### src/rtl/md_unit.sv
// Iterative signed multiply/divide: WIDTH+1 edges per op (divide-by-zero answers on the accept edge).
// Backpressure: a result holds in DONE until out_ready; a new op may be accepted on the drain edge.
module md_unit #(
   parameter int WIDTH = 32,
   parameter int TAG_W = 5
) (
   input  logic             clock,
   input  logic             reset,
   input  logic             in_valid,
   output logic             in_ready,
   input  logic [1:0]       in_op,
   input  logic [WIDTH-1:0] in_a,
   input  logic [WIDTH-1:0] in_b,
   input  logic [TAG_W-1:0] in_tag,
   input  logic             flush,
   output logic             out_valid,
   input  logic             out_ready,
   output logic [WIDTH-1:0] out_result,
   output logic             out_exc,
   output logic [TAG_W-1:0] out_tag
);

   localparam int CNT_W = $clog2(WIDTH + 1);
   localparam logic [WIDTH-1:0] MIN_NEG = {1'b1, {(WIDTH-1){1'b0}}};

   typedef enum logic [1:0] {IDLE, BUSY, DONE} state_t;

   state_t             state;
   logic [CNT_W-1:0]   count;
   logic [WIDTH:0]     hiReg;
   logic [WIDTH-1:0]   loReg;
   logic [WIDTH-1:0]   opB;
   logic [1:0]         opReg;
   logic               negRes;
   logic               negRem;
   logic               ovf;
   logic [TAG_W-1:0]   tagReg;

   logic               accept;
   logic               divZero;
   logic [WIDTH-1:0]   magA;
   logic [WIDTH-1:0]   magB;
   logic [WIDTH:0]     sumHi;
   logic [2*WIDTH:0]   mulShift;
   logic [WIDTH:0]     trial;
   logic [2*WIDTH-1:0] prodMag;
   logic [2*WIDTH-1:0] prod;
   logic [WIDTH-1:0]   quo;
   logic [WIDTH-1:0]   rem;
   logic               mulFits;
   logic [WIDTH-1:0]   finRes;
   logic               finExc;

   assign in_ready  = !flush && ((state == IDLE) || ((state == DONE) && out_ready));
   assign out_valid = (state == DONE);
   assign accept    = in_valid && in_ready;
   assign divZero   = in_op[1] && (in_b == '0);
   assign magA      = in_a[WIDTH-1] ? -in_a : in_a;
   assign magB      = in_b[WIDTH-1] ? -in_b : in_b;

   always_comb begin
      sumHi    = hiReg + {1'b0, (loReg[0] ? opB : {WIDTH{1'b0}})};
      mulShift = {sumHi, loReg} >> 1;
      // restoring divide: shift in next dividend bit, keep the difference if it did not borrow
      trial    = {hiReg[WIDTH-1:0], loReg[WIDTH-1]} - {1'b0, opB};
      prodMag  = {hiReg[WIDTH-1:0], loReg};
      prod     = negRes ? -prodMag : prodMag;
      quo      = negRes ? -loReg : loReg;
      rem      = negRem ? -hiReg[WIDTH-1:0] : hiReg[WIDTH-1:0];
      mulFits  = (&prod[2*WIDTH-1:WIDTH-1]) | ~(|prod[2*WIDTH-1:WIDTH-1]);
      finRes   = '0;
      finExc   = 1'b0;
      case (opReg)
         2'b00: begin finRes = prod[WIDTH-1:0];       finExc = !mulFits; end
         2'b01: begin finRes = prod[2*WIDTH-1:WIDTH]; finExc = 1'b0;     end
         2'b10: begin finRes = quo;                   finExc = ovf;      end
         default: begin finRes = rem;                 finExc = 1'b0;     end
      endcase
   end

   always_ff @(posedge clock or negedge reset) begin
      if (!reset) begin
         state      <= IDLE;
         count      <= '0;
         hiReg      <= '0;
         loReg      <= '0;
         opB        <= '0;
         opReg      <= '0;
         negRes     <= 1'b0;
         negRem     <= 1'b0;
         ovf        <= 1'b0;
         tagReg     <= '0;
         out_result <= '0;
         out_exc    <= 1'b0;
         out_tag    <= '0;
      end else if (flush) begin
         state <= IDLE;
      end else if (state == BUSY) begin
         if (count != '0) begin
            count <= count - CNT_W'(1);
            if (!opReg[1]) begin
               hiReg <= mulShift[2*WIDTH:WIDTH];
               loReg <= mulShift[WIDTH-1:0];
            end else begin
               hiReg <= trial[WIDTH] ? {hiReg[WIDTH-1:0], loReg[WIDTH-1]} : trial;
               loReg <= {loReg[WIDTH-2:0], ~trial[WIDTH]};
            end
         end else begin
            state      <= DONE;
            out_result <= finRes;
            out_exc    <= finExc;
            out_tag    <= tagReg;
         end
      end else if (accept) begin
         opReg  <= in_op;
         tagReg <= in_tag;
         negRes <= in_a[WIDTH-1] ^ in_b[WIDTH-1];
         negRem <= in_a[WIDTH-1];
         ovf    <= (in_op == 2'b10) && (in_a == MIN_NEG) && (&in_b);
         hiReg  <= '0;
         opB    <= in_op[1] ? magB : magA;
         loReg  <= in_op[1] ? magA : magB;
         count  <= CNT_W'(WIDTH);
         if (divZero) begin
            state      <= DONE;
            out_result <= '0;
            out_exc    <= 1'b1;
            out_tag    <= in_tag;
         end else begin
            state <= BUSY;
         end
      end else if ((state == DONE) && out_ready) begin
         state <= IDLE;
      end
   end

endmodule
### config.mk
export PLATFORM = sky130hd
export DESIGN_NAME = md_unit
export DESIGN_NICKNAME = d
export VERILOG_FILES = /design/src/rtl/md_unit.sv
export SDC_FILE = /design/constraint.sdc
export NUM_CORES = 1
export LEC_CHECK = 0
export CELL_PAD_IN_SITES_DETAIL_PLACEMENT = 1
export CELL_PAD_IN_SITES_GLOBAL_PLACEMENT = 2
export CORE_UTILIZATION = 38
export DETAILED_ROUTE_END_ITERATION = 6
export PLACE_DENSITY = 0.85
export REMOVE_ABC_BUFFERS = 1
export SYNTH_ARGS = -nofsm -noshare
export SYNTH_HDL_FRONTEND = slang
export SYNTH_SLANG_ARGS = --single-unit
### constraint.sdc
create_clock -name clock -period 10.58 [get_ports clock]
set_clock_uncertainty 0.05 [all_clocks]
set_input_delay 2.116 -clock clock [delete_from_list [all_inputs] [get_ports clock]]
set_output_delay 2.116 -clock clock [all_outputs]
set_load 0.02 [all_outputs]
==> results by group, run 1 <==
Outcome
  – Outcome: complete, no violations

Global routing
  – Met3 usage: 2.70%
  – Initial antenna violation count: 0
  – Total congestion overflow: 0
  – Vias in the first global route: 16100
  – Layer with the highest usage: met2
  – Global Route met2 Usage: 48.1%
  – First-pass GRT wire length: 91500 microns
  – Met1 usage: 37.4%
  – Largest net degree at the start of global routing: roughly 100
  – Gr usage total: 28.3%

STA
  – Final hold slack: 0.433 ns
  – Hold Vio Cnt, Final: 0
  – Peak Freq: about 160 MHz
  – RSZ-0062 raised after global routing: false
  – Fin crit share: 59.0%
  – Worst slew pin tran: ~1.3 ns
  – Pins Over Slew Limit: 0
  – Setup-failing EPs final: 0
  – Post-layout minimum cycle time: 6.25 ns
  – Worst slew margin: 14.2%
  – Setup Total Neg Slack: 0 ns

CTS
  – CTS tree: done
  – # Post-CTS Setup Buffers: 0
  – CTS clk-pin slew, worst paths: 0.07 ns
  – Cts repair resizes: 0
  – Worst-Skew Late Latency: about 0.47 ns
  – CTS max path bufs: 2
  – Num CTS Buffers: 17
  – Root Driver: clkbuf_16
  – Hold-fix buffers at CTS: 0
  – H-tree levels: 4
  – Clock sink count: 153

Drt
  – Drt first pass iters: 5
  – WL final: 58600 microns
  – DR iter-0 viols: 1062
  – Drt drc: 0
  – Remaining antenna violation count: 0
  – Post-DR vias/cell: approximately 6
  – Wire length per cell: 22.2 microns
  – Vias: approximately 16000

Floorplanning
  – Die ar.: roughly 41000 sq um
  – Core Box Area: between 30000 and 40000 sq um
  – Die Y: approximately 200 microns
  – Starting Density: around two fifths
  – Row Count: 73
  – Die X: 204 microns
  – # IOs: 116

Place
  – IO Port Bufs: 115
  – Final GP Congestion: 0.939
  – Hpwl dp: 44500 microns

Synth
  – Synthesized area: approximately 15000 sq um
  – Cell variety after synth: 79
  – Largest cells by area after synthesis: dfrtp_1, xnor2_1, nand2_1
  – Area leader, netlist: dfrtp_1
  – Post-synth EDFFs: 0
  – Syn. warnings: 0
  – Top cell type's share of synthesized area: 24.8%
  – Syn Area/Cell: approximately 7.4 sq um
  – Post-Synthesis Cells: 2089
  – Flops & latches, synth: 153
  – Register area share after synthesis: 24.8%
  – Most used DFF post-synth: dfrtp_1
  – Count leader, synth: nand2_1
  – Top post-synthesis cells by count: nand2_1, nor2_1, o21ai_0, a21oi_1, dfrtp_1
  – Asr flop ratio synth: 100%

Power and ir drop
  – Power consumption: ~4.1 mW
  – Pwr Density: ~240 nW/um^2
  – Leak: 7.14 nW
  – Peak supply drop: 0.134 mV

Critical path
  – Crit-path max FO: 70
  – Critical path launch point type: primary input
  – Crit. Startpoint: in_b[2]
  – Worst R2R Start: loReg[31]
  – CP endpoint kind: register
  – Arr. time, crit path: 6.60 ns
  – Critical path class: primary input to register
  – Critical Path RT: ~11 ns

Job
  – Max-cap violations: 0

Final layout
  – # fillers: 4971
  – Share of layout cells above drive strength 1: ~4.4%
  – ANT cells: 0
  – Layout Area Growth over Synthesis: 13.3%
  – Layout Nets: 2251

Worst hold path
  – HP Class: register to register
  – Hold Path Origin: tagReg[4]
-- registers in the layout, indices dropped and copies added, names as in the netlist --
| signal | flops |
|---|---|
| ovf | 1 |
| negRes | 1 |
| loReg | 32 |
| opReg | 2 |
| count | 6 |
| tagReg | 5 |
| opB | 32 |
| hiReg | 33 |
| out_exc | 1 |
| out_result | 32 |
| state | 2 |
| out_tag | 5 |
| negRem | 1 |
-- cell usage in the layout, fill, tap and decap left out, types with 14 or more instances in the layout --
cell,n
ha_1,72
inv_1,74
and3_1,14
nor3_1,52
o31ai_1,41
nand3_1,54
xor2_1,83
nor2b_1,16
buf_4,20
xnor2_1,111
nand2b_1,20
clkdlybuf4s50_1,113
dfrtp_1,151
nand4_1,22
or4_1,20
a21o_1,27
mux2i_1,58
clkbuf_16,17
o21ai_1,24
a21oi_1,175
or3_1,17
o211ai_1,36
nor2_1,194
nand2_1,257
a211oi_1,19
nor4_1,25
o41ai_1,20
o21ai_0,192
-- kinds of logic after synthesis --
group           synth area share [%]
fa+ha+maj                       6.09
mux                             4.41
xor+xnor                        11.0
buf+inv                         5.39
simple gates                    22.5
compound gates                  25.8
flops                           24.8
-- critical path, stage by stage --
cell             delay (ns)
clkdlybuf4s50_1        0.52
nor4_2                 0.66
nand4_2                0.31
or3b_1                 0.47
or4_1                  0.45
or4_4                  0.46
nor2_2                 0.13
a21oi_1                0.07
or3_2                  0.46
buf_4                  0.33
a2111oi_0              0.41
a21o_1                 0.12
-- area by class of cell --
class	instances	area (sq um)	area share [%]
multi-input combinational	1718	10800	61.7
sequential	153	3830	21.9
inverter	76	285	1.63
timing repair buffer	135	1300	7.41
clock buffer	17	425	2.43
tap	525	657	3.75
clock inverter	15	211	1.21
-- report_power, final --
part           internal (mW)  leakage, nW  switching, mW
registers              0.743         1.94          0.296
clock network          0.400        0.304          0.293
logic                  0.924         4.90           1.47
total                   2.07         7.14           2.06
-- worst paths after layout --
kind	end	slack (ns)	cells after the start
max in group asynchronous	opReg[1]	7.20	2
max reg2reg	hiReg[4]	4.81	20
min	tagReg[4]	0.43	2
max	out_result[3]	4.33	12
min reg2reg	tagReg[4]	0.43	2
min in group asynchronous	count[5]	1.64	1
-- metrics by stage --
stage | cells | setup WS [ns] | util (%) | cell area, sq um
CTS | 2639 | 4.38 | 43.9 | 17500
finish | 2639 | 4.33 | 43.9 | 17500
global route | 2639 | 4.10 | 43.9 | 17500
floorplan | 1947 | 4.60 | - | 14900
global placement | 2607 | 4.06 | 42.3 | 16900
detailed placement | 2607 | 3.92 | 42.3 | 16900
-- metal layers --
layer,vias to the layer above,wire [microns]
li1,7552,-
met1,7932,26500
met2,320,28400
met3,60,2050
met4,0,1620
met5,-,0
No activity file was read; power rests on OpenSTA's default activity.
==> run 2, diff against run 1 <==
Settings changed: CORE_UTILIZATION 38 to 35, PLACE_DENSITY 0.85 to 0.79.
Clock period 10.58 ns to 6.25 ns, I/O delays scaled along.
==> run 2 against run 1 <==
Register-to-register slack worse by 3.8 ns. Critical path depth fell by 1. Final cell count is 2.7% higher. Via count fell by 0.58%. Highest routed layer unchanged.
==> results by group, run 2 (synthesis gave the netlist of run 1 again) <==
STA
  – Setup-failing EPs final: 0 (unchanged)
  – Setup Total Neg Slack: 0 ns (unchanged)
  – Worst slew margin: 10.9% (-3.3 points)
  – RSZ-0062 raised after global routing: false
  – Hold Vio Cnt, Final: 0 (unchanged)
  – Final hold slack: 0.435 ns (+0.00170 ns)
  – Worst slew pin tran: 1.33 ns (+0.0491 ns)
  – Peak Freq: ~190 MHz
  – Post-layout minimum cycle time: 5.35 ns
  – Fin crit share: 85.6%
  – Pins Over Slew Limit: 0 (unchanged)

Floorplanning
  – Starting Density: 35.6% (-3.1 points)
  – Die X: 212 microns (+4.2%)
  – # IOs: 116 (unchanged)
  – Core Box Area: 43400 sq um (+8.6%)
  – Row Count: 76 (+4.1%)
  – Die ar.: 45000 sq um (+8.5%)
  – Die Y: 212 microns (+4.2%)

Critical path
  – Critical Path RT: 6.57 ns (-4.36 ns)
  – Critical path class: primary input to register
  – Arr. time, crit path: 5.67 ns (-0.93 ns)
  – Crit-path max FO: 29 (-59%)
  – CP endpoint kind: register
  – Critical path launch point type: primary input

Power and ir drop
  – Logic pwr share: 58.8% (+0.8 points)
  – Sw frac: 50.2% (+0.30 points)
  – P_sw: 3.51 mW (+70%)
  – Peak supply drop: 0.181 mV (+35%)
  – Leak: 7.20 nW (+0.77%)
  – Clock share of power: 16.2% (-0.6 points)
  – Pwr Density: 396 nW/um^2 (+68%)
  – Internal power: 3.48 mW (+68%)
  – Sequential share of power: 25.0% (-0.2 points)

Global routing
  – Gr usage total: 26.5% (-1.9 points)
  – Initial antenna violation count: 0 (unchanged)
  – First-pass GRT wire length: 91500 microns (about the same)
  – Vias in the first global route: 15600 (-2.9%)
  – Total congestion overflow: 0 (unchanged)
  – Largest net degree at the start of global routing: 79 (-19%)

CTS
  – Worst-Skew Late Latency: 0.47 ns (about the same)
  – CTS clk-pin slew, worst paths: 0.07 ns (about the same)
  – # Post-CTS Setup Buffers: 0 (unchanged)
  – Root Driver: clkbuf_16
  – H-tree levels: 4 (unchanged)
  – CTS max path bufs: 2 (unchanged)
  – CTS tree: done
  – Num CTS Buffers: 17 (unchanged)
  – Hold-fix buffers at CTS: 0 (unchanged)
  – Cts repair resizes: 0 (unchanged)
  – Clock sink count: 153 (unchanged)

Final layout
  – Share of layout cells above drive strength 1: 4.94% (+0.49 points)
  – Layout Nets: 2262 (+0.49%)
  – Storage element area: 3830 sq um (unchanged)
  – Layout Area Growth over Synthesis: 14.2%
  – Commonest non-fill, non-tap cells in the layout: nand2_1, nor2_1, o21ai_0
  – # fillers: 5435 (+9.3%)
  – Commonest non-fill, non-tap cell in the layout: nand2_1
  – Reg with most FFs: hiReg
  – ANT cells: 0 (unchanged)
  – Max FFs per register: 33 (unchanged)
  – Footprint of the multi-input gates: 10800 sq um (unchanged)

Outcome
  – Outcome: complete, no violations

Place
  – IO Port Bufs: 115 (unchanged)
  – Hpwl dp: 46200 microns (+3.8%)
  – Final GP Congestion: 0.926 (-1.4%)

Worst hold path
  – HP Class: register to register

Job
  – Max-cap violations: 0 (unchanged)

Drt
  – Drt first pass iters: 5 (unchanged)
  – WL final: 59700 microns (+1.9%)
  – Post-DR vias/cell: 5.82 (-3.2%)
  – Remaining antenna violation count: 0 (unchanged)
  – Drt drc: 0 (unchanged)
  – DR iter-0 viols: 1000 (-5.8%)
  – Wire length per cell: 22.0 microns (-0.74%)
  – Vias: 15800 (-0.58%)
[run 2: cell count changes in the layout (fill, tap and decap cells not counted)]
cell / delta
clkinvlp_4: -2
clkinv_4: +2
inv_6: -3
bufinv_16: -1
buf_4: +11
inv_8: +2
clkinv_2: +2
[run 2: path summary, 6_finish.rpt]
path	slack, ns	start	cells after the start	to
min in group asynchronous	0.70	reset	1	hiReg[30]
max in group asynchronous	4.26	reset	2	out_result[9]
hold / removal	0.43	tagReg[0]	2	tagReg[0]
hold reg to reg	0.43	tagReg[0]	2	tagReg[0]
setup reg to reg	1.05	loReg[31]	19	hiReg[4]
setup / recovery	0.90	in_b[2]	11	out_result[6]
[run 2: cell type report]
cell class / count / area share, %
clock buffers: 17 / 2.41
clock inverters: 15 / 1.08
inverters: 76 / 1.62
multi-input cells: 1718 / 61.2
flip-flops and latches: 153 / 21.7
well taps: 585 / 4.15
repair buffers: 146 / 7.82
[run 2: worst max-delay path, stage by stage]
cell,delay (ns)
clkdlybuf4s50_1,0.52
nor4_2,0.61
nand4_2,0.29
or3b_1,0.47
or4_1,0.44
or4_4,0.47
nor2_2,0.15
a21oi_1,0.08
or3_2,0.79
buf_4,0.33
o31ai_1,0.24
[run 2: power by group through the flow]
stage | registers (mW) | clock network [mW] | logic, mW
after global placement | 1.75 | 0 | 3.95
after global routing | 1.79 | 1.19 | 4.50
after floorplan | 1.72 | 0 | 2.67
after detailed placement | 1.76 | 0 | 4.05
after CTS | 1.75 | 1.16 | 4.08
final | 1.75 | 1.13 | 4.11
[run 2: per-layer routing]
metal	up-vias	wire length, microns	GRT usage (%)
li1	7577	-	-
met1	7798	27400	35.6
met2	321	28200	43.5
met3	76	2330	3.10
met4	0	1830	9.40
met5	-	0	0
[run 2: through the flow]
| step | cells | area (sq um) | setup WS [ns] | utilization, % | power [mW] |
|---|---|---|---|---|---|
| 6_report | 2710 | 17700 | 0.903 | 40.7 | 6.99 |
| 5_1_grt | 2710 | 17700 | 0.538 | 40.7 | 7.48 |
| 4_1_cts | 2710 | 17700 | 0.919 | 40.7 | 6.99 |
| 3_5_place_dp | 2678 | 17000 | 0.392 | 39.3 | 5.81 |
| 3_3_place_gp | 2678 | 17000 | 0.557 | 39.3 | 5.70 |
| 2_1_floorplan | 1947 | 14900 | 1.13 | - | 4.38 |
